[src/rtl/hazard_pkg.sv]
// hazard_pkg: shared widths, forward-select codes and the shadow-stage record
package hazard_pkg;
    localparam int REG_W = 4;
    localparam int CNT_W = 16;
    localparam logic [1:0] FWD_RF  = 2'b00;
    localparam logic [1:0] FWD_EX  = 2'b01;
    localparam logic [1:0] FWD_MEM = 2'b10;
    localparam logic [1:0] FWD_WB  = 2'b11;
    localparam logic [REG_W-1:0] REG_PC = 4'd15;
    typedef struct packed {
        logic             valid;
        logic [REG_W-1:0] dest;
        logic             load;
    } shadow_t;
endpackage

[src/rtl/hazard_forwarding_unit_if.sv]
// hazard_forwarding_unit_if: ID-stage hazard inputs and pipeline control outputs
interface hazard_forwarding_unit_if;
    logic                            id_valid;
    logic [hazard_pkg::REG_W-1:0]    id_ra;
    logic [hazard_pkg::REG_W-1:0]    id_rb;
    logic [hazard_pkg::REG_W-1:0]    id_rd;
    logic                            id_use_ra;
    logic                            id_use_rb;
    logic                            id_use_rd;
    logic [hazard_pkg::REG_W-1:0]    id_dest;
    logic                            id_rf_e;
    logic                            id_load;
    logic                            branch_taken;
    logic                            enable_pc;
    logic                            enable_ifid;
    logic                            cu_mux_sel;
    logic                            ifid_clear;
    logic [1:0]                      s_pa;
    logic [1:0]                      s_pb;
    logic [1:0]                      s_pd;
    logic [hazard_pkg::CNT_W-1:0]    stall_count;
    modport master (
        output id_valid, id_ra, id_rb, id_rd, id_use_ra, id_use_rb, id_use_rd,
        output id_dest, id_rf_e, id_load, branch_taken,
        input  enable_pc, enable_ifid, cu_mux_sel, ifid_clear, s_pa, s_pb, s_pd, stall_count
    );
    modport slave (
        input  id_valid, id_ra, id_rb, id_rd, id_use_ra, id_use_rb, id_use_rd,
        input  id_dest, id_rf_e, id_load, branch_taken,
        output enable_pc, enable_ifid, cu_mux_sel, ifid_clear, s_pa, s_pb, s_pd, stall_count
    );
endinterface

[src/rtl/fwd_select.sv]
// fwd_select: priority forward-select for one operand (index 0 = EX, 1 = MEM, 2 = WB)
module fwd_select
    import hazard_pkg::*;
(
    input  logic                       use_op,
    input  logic [REG_W-1:0]           idx,
    input  logic [2:0]                 vld,
    input  logic [2:0][REG_W-1:0]      dst,
    output logic [1:0]                 sel
);
    logic [2:0] hit;
    always_comb begin
        hit[0] = vld[0] && (dst[0] == idx);
        hit[1] = vld[1] && (dst[1] == idx);
        hit[2] = vld[2] && (dst[2] == idx);
        sel = (!use_op || idx == REG_PC) ? FWD_RF :
              hit[0] ? FWD_EX :
              hit[1] ? FWD_MEM :
              hit[2] ? FWD_WB : FWD_RF;
    end
endmodule

[src/rtl/hazard_forwarding_unit.sv]
// hazard_forwarding_unit: shadow EX/MEM/WB tracking, operand forwarding, load-use stall and branch flush
module hazard_forwarding_unit
    import hazard_pkg::*;
(
    input  logic                      clk,
    input  logic                      reset,
    hazard_forwarding_unit_if.slave   bus
);
    shadow_t          ex, mem, wb;
    logic             stall, match_ex, unused_load;
    logic [CNT_W-1:0] cnt;
    function automatic logic src_hit(input logic u, input logic [REG_W-1:0] idx, input logic [REG_W-1:0] d);
        return u && (idx != REG_PC) && (idx == d);
    endfunction
    always_comb begin
        match_ex = src_hit(bus.id_use_ra, bus.id_ra, ex.dest) |
                   src_hit(bus.id_use_rb, bus.id_rb, ex.dest) |
                   src_hit(bus.id_use_rd, bus.id_rd, ex.dest);
        stall = ex.valid & ex.load & match_ex;
        bus.enable_pc = ~stall;
        bus.enable_ifid = ~stall;
        bus.cu_mux_sel = stall;
        bus.ifid_clear = ~stall & bus.branch_taken & bus.id_valid & reset;
        bus.stall_count = cnt;
    end
    assign unused_load = wb.load;
    // A stalled instruction stays in ID, so a bubble (valid = 0) enters EX
    always_ff @(posedge clk or negedge reset) begin
        if (!reset) begin
            ex  <= '0;
            mem <= '0;
            wb  <= '0;
            cnt <= '0;
        end else begin
            wb  <= mem;
            mem <= ex;
            ex  <= {bus.id_valid & bus.id_rf_e & (bus.id_dest != REG_PC) & ~stall, bus.id_dest, bus.id_load};
            if (stall && cnt != '1) cnt <= cnt + 1'b1;
        end
    end
    fwd_select u_pa (
        .use_op (bus.id_use_ra),
        .idx    (bus.id_ra),
        .vld    ({wb.valid, mem.valid, ex.valid}),
        .dst    ({wb.dest, mem.dest, ex.dest}),
        .sel    (bus.s_pa)
    );
    fwd_select u_pb (
        .use_op (bus.id_use_rb),
        .idx    (bus.id_rb),
        .vld    ({wb.valid, mem.valid, ex.valid}),
        .dst    ({wb.dest, mem.dest, ex.dest}),
        .sel    (bus.s_pb)
    );
    fwd_select u_pd (
        .use_op (bus.id_use_rd),
        .idx    (bus.id_rd),
        .vld    ({wb.valid, mem.valid, ex.valid}),
        .dst    ({wb.dest, mem.dest, ex.dest}),
        .sel    (bus.s_pd)
    );
endmodule

[src/flat_wrapper.sv]
// flat-port wrapper written by rule: the top's interface ports become plain ports
module hazard_forwarding_unit_flat import hazard_pkg::*;
  (clk, reset, bus_id_valid, bus_id_ra, bus_id_rb, bus_id_rd, bus_id_use_ra, bus_id_use_rb, bus_id_use_rd, bus_id_dest, bus_id_rf_e, bus_id_load, bus_branch_taken, bus_enable_pc, bus_enable_ifid, bus_cu_mux_sel, bus_ifid_clear, bus_s_pa, bus_s_pb, bus_s_pd, bus_stall_count);
  hazard_forwarding_unit_if bus_i ();
  input  logic clk;
  input  logic reset;
  input wire logic [$bits(bus_i.id_valid)-1:0] bus_id_valid;
  input wire logic [$bits(bus_i.id_ra)-1:0] bus_id_ra;
  input wire logic [$bits(bus_i.id_rb)-1:0] bus_id_rb;
  input wire logic [$bits(bus_i.id_rd)-1:0] bus_id_rd;
  input wire logic [$bits(bus_i.id_use_ra)-1:0] bus_id_use_ra;
  input wire logic [$bits(bus_i.id_use_rb)-1:0] bus_id_use_rb;
  input wire logic [$bits(bus_i.id_use_rd)-1:0] bus_id_use_rd;
  input wire logic [$bits(bus_i.id_dest)-1:0] bus_id_dest;
  input wire logic [$bits(bus_i.id_rf_e)-1:0] bus_id_rf_e;
  input wire logic [$bits(bus_i.id_load)-1:0] bus_id_load;
  input wire logic [$bits(bus_i.branch_taken)-1:0] bus_branch_taken;
  output wire logic [$bits(bus_i.enable_pc)-1:0] bus_enable_pc;
  output wire logic [$bits(bus_i.enable_ifid)-1:0] bus_enable_ifid;
  output wire logic [$bits(bus_i.cu_mux_sel)-1:0] bus_cu_mux_sel;
  output wire logic [$bits(bus_i.ifid_clear)-1:0] bus_ifid_clear;
  output wire logic [$bits(bus_i.s_pa)-1:0] bus_s_pa;
  output wire logic [$bits(bus_i.s_pb)-1:0] bus_s_pb;
  output wire logic [$bits(bus_i.s_pd)-1:0] bus_s_pd;
  output wire logic [$bits(bus_i.stall_count)-1:0] bus_stall_count;
  assign bus_i.id_valid = bus_id_valid;
  assign bus_i.id_ra = bus_id_ra;
  assign bus_i.id_rb = bus_id_rb;
  assign bus_i.id_rd = bus_id_rd;
  assign bus_i.id_use_ra = bus_id_use_ra;
  assign bus_i.id_use_rb = bus_id_use_rb;
  assign bus_i.id_use_rd = bus_id_use_rd;
  assign bus_i.id_dest = bus_id_dest;
  assign bus_i.id_rf_e = bus_id_rf_e;
  assign bus_i.id_load = bus_id_load;
  assign bus_i.branch_taken = bus_branch_taken;
  assign bus_enable_pc = bus_i.enable_pc;
  assign bus_enable_ifid = bus_i.enable_ifid;
  assign bus_cu_mux_sel = bus_i.cu_mux_sel;
  assign bus_ifid_clear = bus_i.ifid_clear;
  assign bus_s_pa = bus_i.s_pa;
  assign bus_s_pb = bus_i.s_pb;
  assign bus_s_pd = bus_i.s_pd;
  assign bus_stall_count = bus_i.stall_count;
  hazard_forwarding_unit u_core (.clk(clk), .reset(reset), .bus(bus_i));
endmodule
[config.mk]
export PLATFORM = sky130hd
export DESIGN_NAME = hazard_forwarding_unit_flat
export DESIGN_NICKNAME = d
export VERILOG_FILES = /design/src/rtl/hazard_pkg.sv /design/src/rtl/hazard_forwarding_unit_if.sv /design/src/rtl/fwd_select.sv /design/src/rtl/hazard_forwarding_unit.sv /design/src/flat_wrapper.sv
export SDC_FILE = /design/constraint.sdc
export NUM_CORES = 1
export LEC_CHECK = 0
export ABC_AREA = 1
export CORE_ASPECT_RATIO = 0.75
export CORE_UTILIZATION = 52
export CTS_CLUSTER_SIZE = 28
export DETAILED_ROUTE_END_ITERATION = 7
export GPL_TIMING_DRIVEN = 1
export PLACE_DENSITY = 0.78
export REMOVE_ABC_BUFFERS = 1
export SYNTH_ARGS = -nofsm -noshare
export SYNTH_HDL_FRONTEND = slang
export SYNTH_HIERARCHICAL = 1
export SYNTH_SLANG_ARGS = --single-unit
export TNS_END_PERCENT = 30
[constraint.sdc]
create_clock -name clk -period 1.95 [get_ports clk]
set_clock_uncertainty 0.05 [all_clocks]
set_input_delay 0.585 -clock clk [delete_from_list [all_inputs] [get_ports clk]]
set_output_delay 0.585 -clock clk [all_outputs]
set_load 0.1 [all_outputs]
==> flow_summary.yaml <==
routing:
  via_count: 3307
  drc_errors: 0
  ant_nets: 0
  drt_pre_antenna_iters: 6
  drt_iter0_drc: 547
  wl_um: 10270
  viasPerCell: 5.959
  routedWlPerCell_um: 18.51
clock_tree:
  cts_sinks: 32
  cts_buffers: 5
  cts_tree: "built"
  hold_buffers: 0
  cts_max_level: 2
  clk_pin_slew_worst_paths_ns: 0.09
  clk_path_buf_depth: 2
  clk_latency_ns: 0.30
  cts_root_buf: "clkbuf_8"
worst_hold_path:
  hold_start: "u_core/mem[1]$_DFF_PN0_"
  hold_path.class: "flop to flop"
  holdPathEnd: "u_core/wb[1]$_DFF_PN0_"
  hold_path_depth: 0
worst_setup_path:
  cp.required_ns: 1.31
  path_class: "flop to primary output"
  crit_path_end_kind: "primary output"
  reg2reg_slack_ns: -0.05
  crit_fanout: 3
  cp-start-kind: "flop"
  ff2ff_path_depth: 11
  r2r-start: "u_core/ex[2]$_DFF_PN0_"
  arrival_ns: 1.83
  reg2reg_to: "u_core/bus.stall_count[4]$_DFFE_PN0P_"
layout:
  layout.cells.non_filler: 555
  fillers: 204
  areaGrowthSynthToFinish_pct: 63.28
  antennaDiodeCount: 0
  nNetsFinal: 523
  drive_gt1_share_pct: 37.15
  final_util_pct: 90.53
floorplan:
  rows: 21
  die_w_um: 82.62
  ios: 51
  fp.dieH_um: 62.47
  start_util_pct: 55.45
  dieArea_um2: 5161
  core_area_um2: 4572
placement:
  dp_hpwl_um: 5634
  io_buffer_count: 50
  place.gp.congestion: 0.8932
  dp_cells: 535
logic_synthesis:
  synthAdderAreaFrac_pct: 0.4936
  synth_area_leader_cell: "dfrtp_1"
  ys_warn_count: 6
  yosysSeqAreaShare_pct: 31.59
  synthXorXnorAreaFrac_pct: 4.837
  synth_area_leaders: "dfrtp_1 (32%), nand2_1 (22%), inv_1 (8.4%)"
  synth_top_family_by_area: "simple AND/OR/NAND/NOR gates"
  synth_compound_area_share_pct: 7.601
  synth.avg_cell_area_um2: 6.353
  synth_area_um2: 2535
  synth.top_cell.area_share_pct: 31.59
  yosys.area_share.simple_pct: 43.73
  synthMuxAreaShare_pct: 0
  yosys_register_bits: 32
  ys_types: 25
  synthCells: 399
timing:
  fin_crit_ns: 2.466
  tightest_slew_ns: 0.4308
  timing.final.crit_share_pct: 126.4
  drv_slew: 0
  tns_ns: -4.643
  fin_ws_ns: -0.5155
  rsz0062_at_grt: "true"
  setup_viol: 20
  hold_violations: 0
  timing.fmax_mhz: 405.6
  relSlewSlack_pct: 71.28
run_status:
  violations: "setup timing"
  status: "finished with violations"
global_route:
  grt_max_degree: 33
  antenna_found_initial: 0
  grt_use_total_pct: 37.14
  gr-total-overflow: 0
  grt_pass1_vias: 3054
  grt_pass1_wl_um: 14460
power:
  peakVddDrop_uv: 906.4
  power_per_cell_area_nw_per_um2: 506.1
  cellLeakagePower_uw: 0.002039
  total_power_uw: 2095
job:
  max-cap-violations: 0
## sequential cells by signal, indices dropped and copies added (netlist names)
register and flops:
u_core/wb 5, u_core/bus.stall_count 16, u_core/ex 6, u_core/mem 5
## through the flow
stage	instance area, um^2	setup slack, ns	hold WS (ns)
6_report	4139	-0.5155	0.4092
3_5_place_dp	3596	-0.8399	0.3625
3_3_place_gp	3596	-0.7854	0.3613
5_1_grt	4139	-0.5891	0.3984
2_1_floorplan	2496	-3.552	0.2394
4_1_cts	3941	-0.4198	0.3887
## cell families (layout without fill, tap and decap cells)
kind of cell	Yosys count	in the layout
compound gates	28	28
xor+xnor	14	14
fa+ha+maj	1	1
buf+inv	74	173
flops	32	32
simple gates	250	250
## cell type report
cell class | count | area, um^2 | share of cell area, %
multi-input combinational | 293 | 1647 | 39.78
timing repair buffer | 96 | 1225 | 29.59
sequential | 32 | 812.0 | 19.62
inverter | 69 | 291.5 | 7.044
tap | 57 | 71.32 | 1.723
clock buffer | 5 | 68.82 | 1.663
clock inverter | 3 | 23.77 | 0.5744
## cells in the final DEF, fill, tap and decap left out, types with 8 or more instances in the layout
master | synthesis | layout
nand2_2 | 0 | 16
dfrtp_2 | 0 | 9
inv_1 | 57 | 50
buf_6 | 0 | 26
xnor2_1 | 11 | 10
nand2_1 | 151 | 129
dfrtp_1 | 32 | 23
inv_2 | 11 | 8
nand3_1 | 23 | 18
nor2_2 | 4 | 10
clkdlybuf4s50_1 | 0 | 9
o21ai_1 | 6 | 8
nor2_1 | 41 | 29
buf_4 | 2 | 21
nand4_1 | 23 | 23
buf_12 | 0 | 28
inv_4 | 0 | 8
## cell usage after synthesis
master    count
o21ai_0      10
o31ai_2       3
xnor2_1      11
nand2_1     151
clkinv_1      1
buf_2         1
nand4_1      23
nor2_1       41
buf_4         2
inv_2        11
nand3_1      23
nor2_2        4
xor2_1        3
o21ai_1       6
nor3b_2       3
o211ai_1      3
clkbuf_1      1
buf_8         1
a21oi_2       6
dfrtp_1      32
nand3_2       2
nand3_4       2
inv_1        57
nor2_4        1
ha_1          1
## where the power goes
group	total, uW	internal [uW]	leakage, uW	switching [uW]
sequential	750	699	0.000403	50.8
clock	548	253	0.0000404	295
combinational	797	325	0.00160	472
total	2090	1280	0.00204	818
## metal layers
layer	vias to the layer above	track usage, %	wire length, um
met4	0	13.79	478
met3	74	11.53	1250
met1	1491	48.48	3793
met2	291	57.23	4749
met5	-	0	0
li1	1451	-	-
## worst max path at each step
| stage | start | end | slack [ns] |
|---|---|---|---|
| finish | u_core/ex[2]$_DFF_PN0_ | bus_cu_mux_sel | -0.52 |
| detailed placement | bus_id_ra[1] | bus_s_pa[0] | -0.84 |
| CTS | u_core/ex[3]$_DFF_PN0_ | bus_ifid_clear | -0.42 |
| floorplan | bus_id_rb[3] | bus_ifid_clear | -3.55 |
| global route | u_core/wb[3]$_DFF_PN0_ | bus_s_pb[0] | -0.59 |
| global placement | bus_id_rd[2] | bus_ifid_clear | -0.79 |
## repair_timing
item | CTS | global route
setup buffers | 9 | 3
resized for setup | 135 | 57
setup endpoints to repair | 26 | 26
pin swaps | 39 | 31
## critical path, stage by stage (launching register included)
cell,delay [ns]
dfrtp_1,0.45
buf_6,0.16
nand2_1,0.07
nand2_1,0.05
nor2_1,0.13
nand3_2,0.13
nand3_4,0.12
nand2_4,0.08
inv_4,0.07
buf_6,0.10
buf_12,0.16
(Power assumes the default switching activity.)
